$ cat src/rtl/alu_exec_unit.sv
// Multi-cycle execute stage: single-cycle logic/arithmetic ops, iterative one-bit-per-cycle shifter.
module alu_exec_unit #(
   parameter int unsigned WIDTH = 16
) (
   input  logic             Clock,
   input  logic             Reset,
   input  logic             Start,
   input  logic [2:0]       Operacioni,
   input  logic [WIDTH-1:0] A,
   input  logic [WIDTH-1:0] B,
   output logic [WIDTH-1:0] Rezultati,
   output logic             Zero,
   output logic             Overflow,
   output logic             Busy,
   output logic             Done
);

   localparam int unsigned SHW = 4;

   localparam logic [2:0] OP_AND = 3'b000;
   localparam logic [2:0] OP_OR  = 3'b001;
   localparam logic [2:0] OP_ADD = 3'b010;
   localparam logic [2:0] OP_XOR = 3'b011;
   localparam logic [2:0] OP_SLL = 3'b100;
   localparam logic [2:0] OP_SRL = 3'b101;
   localparam logic [2:0] OP_SUB = 3'b110;
   localparam logic [2:0] OP_SLT = 3'b111;

   typedef enum logic [1:0] {
      IDLE  = 2'd0,
      SHIFT = 2'd1,
      DONE  = 2'd2
   } state_t;

   state_t           state;
   logic [WIDTH-1:0] acc;
   logic [SHW-1:0]   cnt;
   logic             dir_right;

   logic [WIDTH-1:0] sum;
   logic [WIDTH-1:0] diff;
   logic [WIDTH-1:0] imm_res;
   logic             imm_ovf;
   logic [WIDTH-1:0] acc_next;
   logic [SHW-1:0]   shamt;
   logic             is_shift;

   assign shamt    = B[SHW-1:0];
   assign is_shift = (Operacioni == OP_SLL) || (Operacioni == OP_SRL);

   // Immediate result and overflow for ops that complete at the accepting edge.
   always_comb begin
      imm_res = '0;
      imm_ovf = 1'b0;
      sum     = A + B;
      diff    = A - B;
      case (Operacioni)
         OP_AND: imm_res = A & B;
         OP_OR:  imm_res = A | B;
         OP_ADD: begin
            imm_res = sum;
            imm_ovf = (A[WIDTH-1] == B[WIDTH-1]) && (sum[WIDTH-1] != A[WIDTH-1]);
         end
         OP_XOR: imm_res = A ^ B;
         OP_SLL: imm_res = A;   // only reached with a zero shift amount
         OP_SRL: imm_res = A;
         OP_SUB: begin
            imm_res = diff;
            imm_ovf = (A[WIDTH-1] != B[WIDTH-1]) && (diff[WIDTH-1] != A[WIDTH-1]);
         end
         OP_SLT: imm_res = ($signed(A) < $signed(B)) ? WIDTH'(1) : WIDTH'(0);
         default: imm_res = '0;
      endcase
   end

   // One-bit shift step of the accumulator in the latched direction.
   always_comb begin
      acc_next = dir_right ? (acc >> 1) : (acc << 1);
   end

   // Control FSM with registered result, flags and handshake outputs.
   always_ff @(posedge Clock) begin
      if (Reset) begin
         state     <= IDLE;
         acc       <= '0;
         cnt       <= '0;
         dir_right <= 1'b0;
         Rezultati <= '0;
         Zero      <= 1'b0;
         Overflow  <= 1'b0;
         Busy      <= 1'b0;
         Done      <= 1'b0;
      end else begin
         case (state)
            IDLE, DONE: begin
               if (Start) begin
                  if (is_shift && (shamt != '0)) begin
                     acc       <= A;
                     cnt       <= shamt;
                     dir_right <= Operacioni[0];
                     state     <= SHIFT;
                     Busy      <= 1'b1;
                     Done      <= 1'b0;
                  end else begin
                     Rezultati <= imm_res;
                     Zero      <= (imm_res == '0);
                     Overflow  <= imm_ovf;
                     state     <= DONE;
                     Busy      <= 1'b0;
                     Done      <= 1'b1;
                  end
               end else begin
                  state <= IDLE;
                  Busy  <= 1'b0;
                  Done  <= 1'b0;
               end
            end
            SHIFT: begin
               acc <= acc_next;
               cnt <= cnt - SHW'(1);
               // last step: publish the shifted value directly
               if (cnt == SHW'(1)) begin
                  Rezultati <= acc_next;
                  Zero      <= (acc_next == '0);
                  Overflow  <= 1'b0;
                  state     <= DONE;
                  Busy      <= 1'b0;
                  Done      <= 1'b1;
               end
            end
            default: begin
               state <= IDLE;
               Busy  <= 1'b0;
               Done  <= 1'b0;
            end
         endcase
      end
   end

endmodule

$ cat config.mk
export PLATFORM = sky130hd
export DESIGN_NAME = alu_exec_unit
export DESIGN_NICKNAME = d
export VERILOG_FILES = /design/src/rtl/alu_exec_unit.sv
export SDC_FILE = /design/constraint.sdc
export NUM_CORES = 1
export LEC_CHECK = 0
export BUFFER_PORTS_ARGS = -buffer_cell sky130_fd_sc_hd__buf_2
export CAP_MARGIN = 20
export CORE_ASPECT_RATIO = 0.6
export CORE_MARGIN = 5
export CORE_UTILIZATION = 25
export DETAILED_ROUTE_END_ITERATION = 10
export PLACE_DENSITY_LB_ADDON = 0.1
export SLEW_MARGIN = 5
export SYNTH_ARGS = -nofsm -noshare
export SYNTH_HDL_FRONTEND = slang
export SYNTH_SLANG_ARGS = --single-unit
$ cat constraint.sdc
create_clock -name Clock -period 9.15 [get_ports Clock]
set_clock_uncertainty 0.05 [all_clocks]
set_input_delay 0.915 -clock Clock [delete_from_list [all_inputs] [get_ports Clock]]
set_output_delay 0.915 -clock Clock [all_outputs]
set_load 0.02 [all_outputs]
### Yosys cells after proc, flatten, opt, wreduce, memory -nomap -nowiden

Index checks and enable logic that the tools add are counted.

| operators by class | value |
|---|---|
| add/sub/neg operators | 3 |
| multiply operators | 0 |
| div/mod/pow operators | 0 |
| magnitude comparators | 1 |
| equal/unequal tests | 18 |
| shift operators | 0 |
| mux-type cells | 33 |
| bitwise operators | 3 |
| reduce and logical (&&, ||, !) cells | 15 |

Operator list:

| kind | count |
|---|---|
| 16-bit case mux with 7 select lines | 1 |
| 16-bit 2-to-1 mux | 6 |
| 16-bit case mux with 2 select lines | 2 |
| 16-bit zero test | 2 |
| 16-bit adder | 1 |
| 16-bit AND | 1 |
| 16-bit less-than comparator | 1 |
| 16-bit OR | 1 |
| 16-bit subtractor | 1 |
| 16-bit XOR | 1 |
| 3-bit == test (second input constant) | 4 |
| 1-bit 2-to-1 mux | 12 |
| 1-bit case mux with 2 select lines | 5 |
| 4-bit 2-to-1 mux | 2 |
| 2-bit != test (second input constant) | 4 |
| 4-bit case mux with 2 select lines | 1 |
| 3-bit by 2-bit == test with 1-bit output (second input constant) | 2 |
| 2-bit 2-to-1 mux | 3 |
| 3-bit AND reduction | 2 |
| 4-bit by 1-bit == test with 1-bit output (second input constant) | 1 |
| 2-bit case mux with 2 select lines | 1 |
| 4-bit AND reduction | 1 |
| 4-bit nonzero test | 1 |
| 2-bit OR reduction | 2 |
| 11 further kinds | 15 |

| storage, ports and cells | value |
|---|---|
| register bits | 43 |
| latch bits | 0 |
| memory bits (writable) | 0 |
| bits in read-only memories | 0 |
| input port bits | 38 |
| output and inout bits | 20 |
| logic and storage cells | 82 |
| memories kept | 0 |

### Longest topological paths before layout

Gate-level depths: netlist of run 1.

| depth | value |
|---|---|
| word-level depth | 7 |
| mapped depth | 13 |
| gate-level depth less buffers | 13 |

### Worst setup path after synthesis of run 1

No wires, ideal clock.

| timing | value |
|---|---|
| path type | input-to-reg |
| start point | in A[0] |
| end point | reg Zero |
| library setup time | 0.088 ns |
| arrival time | 3.813 ns |
| required time | 9.012 ns |
| path slack | 5.199 ns |
| stages on the path | 11 |
| path buffers | 0 |
| path through | ha_1 > fa_1 > a211o_4 > a2111oi_4 > or3_4 > o41ai_2 > a31oi_1 > o21ai_1 > or4_1 > or4_1 > o32ai_2 |

| on the way | value |
|---|---|
| word-level cells in the longest chain between the ends | 7 |
| elaborated cells between the ends (all ways) | 12 |
| those cells by class | add/sub (2); order compare (1); mux (5); bitwise (3); reduce/logical (1) |

RTL lines:

| what | RTL line | RTL |
|---|---|---|
| start: declaration | 9 | `input logic [WIDTH-1:0] A,` |
| 16-bit less-than comparator | 71 | `OP_SLT: imm_res = ($signed(A) < $signed(B)) ? WIDTH'(1) : WIDTH'(0);` |
| 1-bit 2-to-1 mux | 71 |  |
| 16-bit case mux with 7 select lines * | 57 | `case (Operacioni)` |
| 16-bit zero test * | 106 | `Zero <= (imm_res == '0);` |
| 1-bit 2-to-1 mux * | 97 | `if (is_shift && (shamt != '0)) begin` |
| 1-bit 2-to-1 mux * | 96 | `if (Start) begin` |
| 1-bit case mux with 2 select lines * | 94 | `case (state)` |
| end signal: assignment | 106 |  |
| end signal: assignment | 124 | `Zero <= (acc_next == '0);` |
| end: declaration | 12 | `output logic Zero,` |

Mark *: on every way between the ends. The rest lies on a longest branch, timed or not. The select of a mux whose other input is x is not followed.
A chain may end at the register's enable or synchronous reset.

### Worst setup path after layout of run 1

Ends and elaborated chain as after synthesis.

==> results of run 1 <==
[power breakdown]
group          internal, mW  leakage, nW  switching (mW)
Combinational        0.0966         1.85           0.179
Clock                 0.136       0.0841          0.0725
Sequential            0.191        0.336         0.00926
Total                 0.424         2.27           0.260
[tightest hold or removal path, cell delays in order (launching register included)]
cell,delay (ns)
dfxtp_1,0.31
nand2_1,0.05
a21oi_1,0.05
[through the flow]
step / instance area (µm²) / setup slack (ns) / hold slack [ns] / cells
after floorplan: 4918 / 5.199 / 0.4037 / 667
after global routing: 5544 / 4.539 / 0.4198 / 956
after detailed placement: 5371 / 4.543 / 0.3966 / 948
final: 5544 / 4.807 / 0.4028 / 956
after CTS: 5544 / 4.820 / 0.4070 / 956
after global placement: 5371 / 4.491 / 0.3905 / 948
[per-layer routing]
metal / up-vias / share of wire (%) / routed length, µm
met2: 217 / 39 / 7446
met1: 2431 / 53 / 10070
met5: - / 0 / 0
met3: 13 / 8.1 / 1550
met4: 0 / 0.51 / 98
li1: 2479 / - / -
[cell usage after synthesis, types with 7 or more instances]
cell / count / area share, %
o211ai_1: 10 / 1.5
mux2_2: 8 / 1.8
a221oi_1: 9 / 1.6
nor3_1: 26 / 2.6
buf_2: 11 / 1.1
dfxtp_1: 41 / 17
clkbuf_1: 28 / 2.1
o31ai_1: 7 / 1.1
nand2_1: 39 / 3.0
mux2i_1: 18 / 3.7
nor4_1: 7 / 0.89
o22ai_1: 8 / 1.0
nor2b_1: 15 / 1.9
nand3_1: 10 / 1.0
nor2_1: 83 / 6.3
inv_1: 46 / 3.5
nand2b_1: 14 / 1.8
a211oi_1: 28 / 4.3
ha_1: 53 / 13
o21ai_0: 18 / 1.8
a21oi_1: 61 / 6.2
[state kept, by name, summed over array words and instances (netlist names)]
signal and flops:
Done 1, Overflow 1, Rezultati 16, Zero 1, acc 16, cnt 4
dir_right 1, state 1
[logic make-up (layout without fill, tap and decap cells)]
logic type	count (synthesis)	after routing	synth area share, %
AOI/OAI and AO/OA	208	208	30.96
xor gates and xnor gates	8	8	1.425
adders and majority gates	55	55	14.30
buffers and inverters	97	120	8.013
DFF	41	41	16.69
muxes	26	26	5.495
and+or+nand+nor	232	232	23.12
[worst max-delay path by stage]
stage	slack [ns]	cells past startpoint	to
after floorplan	5.20	11	Zero
after global placement	4.49	12	Zero
after detailed placement	4.54	12	Zero
after CTS	4.82	12	Zero
after global routing	4.54	10	Zero
final	4.81	12	Zero
[placed cells by master, fill, tap and decap left out, types with 14 or more instances in the layout]
cell type and instances:
a211oi_1 28, a21oi_1 61, buf_2 57, dfxtp_1 41, ha_1 53, inv_1 46, mux2i_1 18, nand2_1 39
nand2b_1 14, nor2_1 83, nor2b_1 14, nor3_1 25, o21ai_0 18
[layout make-up]
class / instances / area [µm²] / area share (%)
Tap cell: 266 / 332.8 / 6.003
Clock inverter: 1 / 30.03 / 0.5416
Inverter: 51 / 191.4 / 3.453
Sequential cell: 41 / 820.8 / 14.80
Clock buffer: 7 / 142.6 / 2.573
Multi-Input combinational cell: 529 / 3711 / 66.94
Timing Repair Buffer: 61 / 315.3 / 5.687
==> results.txt, run 1 <==
largest net degree at the start of global routing - 43
busiest grt layer - met1
core area - 0.01918 mm²
Worst Hold Path EP - Rezultati[5]
DRC violations left - 0
Worst Path Max Fanout - 4
fin util - 28.91%
synthesized area - 0.004918 mm²
first-pass GRT wire length - 29740 µm
Pins Over Slew Limit - 0
Root Buffer - clkbuf_16
row count - 39
Post-CTS Hold Buffers - 0
worst r2r path cells - 9
GRT overflow - 0
hold depth - 2
dominant synthesized flop cell - dfxtp_1
final setup vio count - 0
Worst setup SP type - input pin
post-route minimum period - 4.343 ns
final period utilization - 47.46%
number of global-route vias before repair - 4871
capturing point of the worst reg2reg path - Zero
io pins - 58
Rel. slew slack - 33.76%
FF-to-FF Start - Done
synth unique cells - 77
die area - 0.02267 mm²
Slew @ Worst Pin - 0.9860 ns
clk slew on worst S/H paths - 0.06 ns
total negative slack - 0 ns
post-CTS setup buffers - 0
crit-path cells - buf_2 -> ha_1 -> fa_1 -> a211o_4 -> a2111oi_4 -> or4_1 -> o21a_1 -> xor2_1 -> o22ai_1 -> or4_1 -> or4_1 -> o32ai_2
Pwr Density - 123.5 mW/mm²
FFs w/ async S/R, synth - 0%
max-cap violation count - 0
Vias/cell - 5.377
min-delay worst type - reg -> reg
Critical Path Max Stage Delay - 0.51 ns
initial antenna violation count - 0
Post-Syn Instances - 667
syn_nets - 760
Buf+Inv Stages, Crit Path - 1
Hold Vio Cnt, Final - 0
Initial DRT Pass Iterations - 5
run status - finished, final reports clean
GR Util met2 - 23.02%
Synth Area per Inst - 7.374 µm²
Die W - 191.1 µm
drt initial violations - 465
#FFs+latches synth - 41
Clock Latency Late Sink - 0.28 ns
Setup CP Type - in -> reg
setup repair after global routing missed its margin - no
CTS tree - done
gpl congestion - 0.8770
register area share after synthesis - 16.69%
final wirelength - 19170 µm
port buffer count - 57
Top Family by Delay on Critical Path - simple AND/OR/NAND/NOR gates
TritonCTS buffer count - 5
GR Util All Layers - 16.59%
Die Y - 118.6 µm
routed len/inst - 20.05 µm
YS warnings - 0
total number of vias - 5140
Worst EP required - 9.30 ns
fin nets - 782
Antenna Nets Post-Route - 0
Crit. Startpoint - A[0]
f_max - 230.3 MHz
most frequent CP cell - or4_1
Critical Path AT - 4.49 ns
Post-synth EDFFs - 0
area grow syn2layout - 12.72%
met3 usage - 3.565%
layout cells sized above 1 - 14.20%
crit end category - flip-flop
Leak - 2.268 nW
ant diodes - 0
CTS H-tree lvls - 2
worst vdd ir - 70.20 µV
Max Buffers Root-to-Sink - 2
met1 global-route usage - 26.85%
Starting Density - 25.65%
Worst path slowest cell - or4_1
Final HPWL DP - 15110 µm
Sink Count - 41
flop2flop setup slack - 5.73 ns
# fillers - 2071
hold_sp - Rezultati[5]
Pwr Total - 0.6849 mW
PostCTS Resize Cnt - 0
Power figures use the tool's default switching activity.
==> run 2: changes to the inputs <==
--- a/config.mk
+++ b/config.mk
@@ -5,6 +5,7 @@
 export SDC_FILE = /design/constraint.sdc
 export NUM_CORES = 1
 export LEC_CHECK = 0
+export ABC_AREA = 1
 export BUFFER_PORTS_ARGS = -buffer_cell sky130_fd_sc_hd__buf_2
 export CAP_MARGIN = 20
 export CORE_ASPECT_RATIO = 0.6
==> constraint.sdc (replaced) <==
create_clock -name Clock -period 4.3 [get_ports Clock]
set_clock_uncertainty 0.05 [all_clocks]
set_input_delay 0.43 -clock Clock [delete_from_list [all_inputs] [get_ports Clock]]
set_output_delay 0.43 -clock Clock [all_outputs]
set_load 0.02 [all_outputs]
==> run 2 against run 1 <==
Compared with the run above: routed wire length grew 9.7%; total power up 100%; highest routed layer unchanged; clock power rose by 82%; synthesized cell count is 30% higher; flip-flop and latch count unchanged; largest cell class unchanged; utilization shrank 0.35 points; area after synthesis increased by 2.2%; setup slack got worse by 3.3 ns; final area grew 2.3%; sequential share of layout area decreased by 0.34 points; combinational power rose by 110%; final cell count grew 23%.
==> results.txt, run 2 <==
Clock Latency Late Sink - 0.29 ns (about the same)
most common cell after layout, fill and taps aside - nand2_1
# fillers - 2338 (+13%)
Worst EP required - 4.48 ns (-4.82 ns)
register area share after synthesis - 16.32% (-0.37 points)
gpl congestion - 0.8590 (-2.1%)
top-count cell post-synth - nand2_1
setup repair after global routing missed its margin - no
GR Util All Layers - 18.32% (+1.7 points)
Worst setup SP type - input pin
Pwr Density - 245.2 mW/mm² (+98%)
syn_nets - 961 (+26%)
Pins Over Slew Limit - 0 (unchanged)
Max Buffers Root-to-Sink - 2 (unchanged)
Antenna Nets Post-Route - 0 (unchanged)
total negative slack - 0 ns (unchanged)
Die Y - 119.9 µm (+1.0%)
post-CTS setup buffers - 0 (unchanged)
Post-Syn Instances - 868 (+30%)
final setup vio count - 0 (unchanged)
largest cells by area after synthesis - nand2_1, dfxtp_1, ha_1, inv_1, nand3_1
dominant synthesized flop cell - dfxtp_1
FFs w/ async S/R, synth - 0% (unchanged)
fin nets - 995 (+27%)
GRT overflow - 0 (unchanged)
fin util - 28.56% (-0.35 points)
area grow syn2layout - 12.84%
Vias/cell - 4.764 (-11%)
number of global-route vias before repair - 5282 (+8.4%)
TritonCTS buffer count - 5 (unchanged)
drt initial violations - 507 (+9.0%)
Sink Count - 41 (unchanged)
Synth Area per Inst - 5.793 µm² (-21%)
Root Buffer - clkbuf_16
Leak - 2.881 nW (+27%)
final period utilization - 63.80%
Post-CTS Hold Buffers - 0 (unchanged)
Hold Vio Cnt, Final - 0 (unchanged)
total number of vias - 5602 (+9.0%)
Critical Path AT - 2.93 ns (-1.56 ns)
largest registers - Rezultati (16), acc (16), cnt (4)
initial antenna violation count - 0 (unchanged)
largest net degree at the start of global routing - 47 (+9.3%)
commonest cells in the netlist - nand2_1, inv_1, nand3_1
PostCTS Resize Cnt - 0 (unchanged)
Slew @ Worst Pin - 0.9719 ns (-0.01410 ns)
Setup CP Type - in -> reg
run status - finished, final reports clean
CTS H-tree lvls - 2 (unchanged)
io pins - 58 (unchanged)
routed len/inst - 17.89 µm (-11%)
Worst Path Max Fanout - 9 (+5)
post-route minimum period - 2.743 ns
Die W - 193.1 µm (+1.1%)
synth unique cells - 37 (-52%)
synthesized area - 0.005029 mm² (+2.2%)
YS warnings - 0 (unchanged)
die area - 0.02314 mm² (+2.1%)
row count - 40 (+2.6%)
Starting Density - 25.31% (-0.34 points)
leading cell types in the layout, fill and taps excluded - nand2_1, inv_1, nand3_1
core area - 0.01987 mm² (+3.6%)
Synth top area share - 17.62% (+0.93 points)
Final HPWL DP - 16990 µm (+12%)
port buffer count - 57 (unchanged)
ant diodes - 0 (unchanged)
min-delay worst type - reg -> reg
first-pass GRT wire length - 32620 µm (+9.7%)
area leader, netlist - nand2_1
layout cells sized above 1 - 10.52% (-3.7 points)
Post-synth EDFFs - 0 (unchanged)
final wirelength - 21030 µm (+9.7%)
Setup WS post-layout - 1.557 ns (-3.251 ns)
crit end category - flip-flop
DRC violations left - 0 (unchanged)
f_max - 364.5 MHz
#FFs+latches synth - 41 (unchanged)
clk slew on worst S/H paths - 0.07 ns (about the same)
worst vdd ir - 163.3 µV (+130%)
CTS tree - done
setup slack at placement - 1.307 ns (-3.236 ns)
Pwr Total - 1.391 mW (+100%)
Initial DRT Pass Iterations - 6 (+1)
Rel. slew slack - 35.14% (+1.4 points)
max-cap violation count - 0 (unchanged)
-- run 2: changes by cell type in the layout (fill, tap and decap cells not counted), moves of 13 or more --
cell      before  now
nand3_1       10   91
a21oi_1       61   48
a211oi_1      28    5
nor3_1        25    8
nor2b_1       14    0
o21ai_0       18   38
nand2b_1      14    0
nand2_1       39  236
inv_1         46  129
nand4_1        6   19
a31oi_1        6   21
-- run 2: path summary, 6_finish.rpt --
path | start | endpoint | slack (ns) | cells after the start
hold reg to reg | Rezultati[15] | Rezultati[15] | 0.41 | 2
setup / recovery | A[8] | Zero | 1.56 | 18
setup reg to reg | dir_right | Zero | 1.89 | 6
hold / removal | Rezultati[15] | Rezultati[15] | 0.41 | 2
-- run 2: kinds of logic after synthesis --
| kind of cell | after synthesis | synth area share [%] |
|---|---|---|
| simple gates | 456 | 38.89 |
| compound gates | 134 | 15.03 |
| fa+ha+maj | 55 | 13.98 |
| xor+xnor | 2 | 0.3484 |
| buf+inv | 171 | 13.64 |
| mux | 9 | 1.792 |
| flops | 41 | 16.32 |
-- run 2: metrics by stage --
| step | hold slack (ns) | cells | area [µm²] |
|---|---|---|---|
| finish | 0.4101 | 1176 | 5674 |
| global route | 0.4305 | 1176 | 5674 |
| CTS | 0.4040 | 1175 | 5659 |
| detailed placement | 0.4022 | 1167 | 5517 |
| global placement | 0.4093 | 1167 | 5517 |
| floorplan | 0.3894 | 868 | 5029 |
-- run 2: cell type report --
class                           count  area [µm²]  share of cell area (%)
Multi-Input combinational cell    656        3528                   62.18
Sequential cell                    41       820.8                   14.47
Inverter                          136       510.5                   8.997
Tap cell                          273       341.6                   6.020
Timing Repair Buffer               62       330.3                   5.821
Clock buffer                        5       125.1                   2.205
Clock inverter                      3       17.52                  0.3087
-- run 2: critical path: stages --
cell	delay (ns)
buf_2	0.19
inv_1	0.08
ha_1	0.44
inv_1	0.17
nand2_1	0.08
nor2_1	0.28
nand3b_1	0.17
nand3_1	0.15
nand2_1	0.06
nand3_1	0.10
nand3_1	0.14
nand2_1	0.10
nand2_1	0.06
nor2_1	0.10
nand2_1	0.11
nor2_1	0.12
nor2_1	0.04
nor2_1	0.09
-- run 2: layer usage --
| layer | global-route usage, % | vias up | share of wire (%) |
|---|---|---|---|
| met5 | 0 | - | 0 |
| met4 | 1.149 | 0 | 0.32 |
| met3 | 3.343 | 8 | 6.0 |
| met2 | 23.97 | 164 | 36 |
| met1 | 31.07 | 2560 | 57 |
| li1 | - | 2870 | - |
-- run 2: report_power, final --
| part | internal, mW | total [mW] | switching (mW) |
|---|---|---|---|
| Combinational | 0.180 | 0.586 | 0.406 |
| Clock | 0.213 | 0.380 | 0.167 |
| Sequential | 0.406 | 0.425 | 0.0190 |
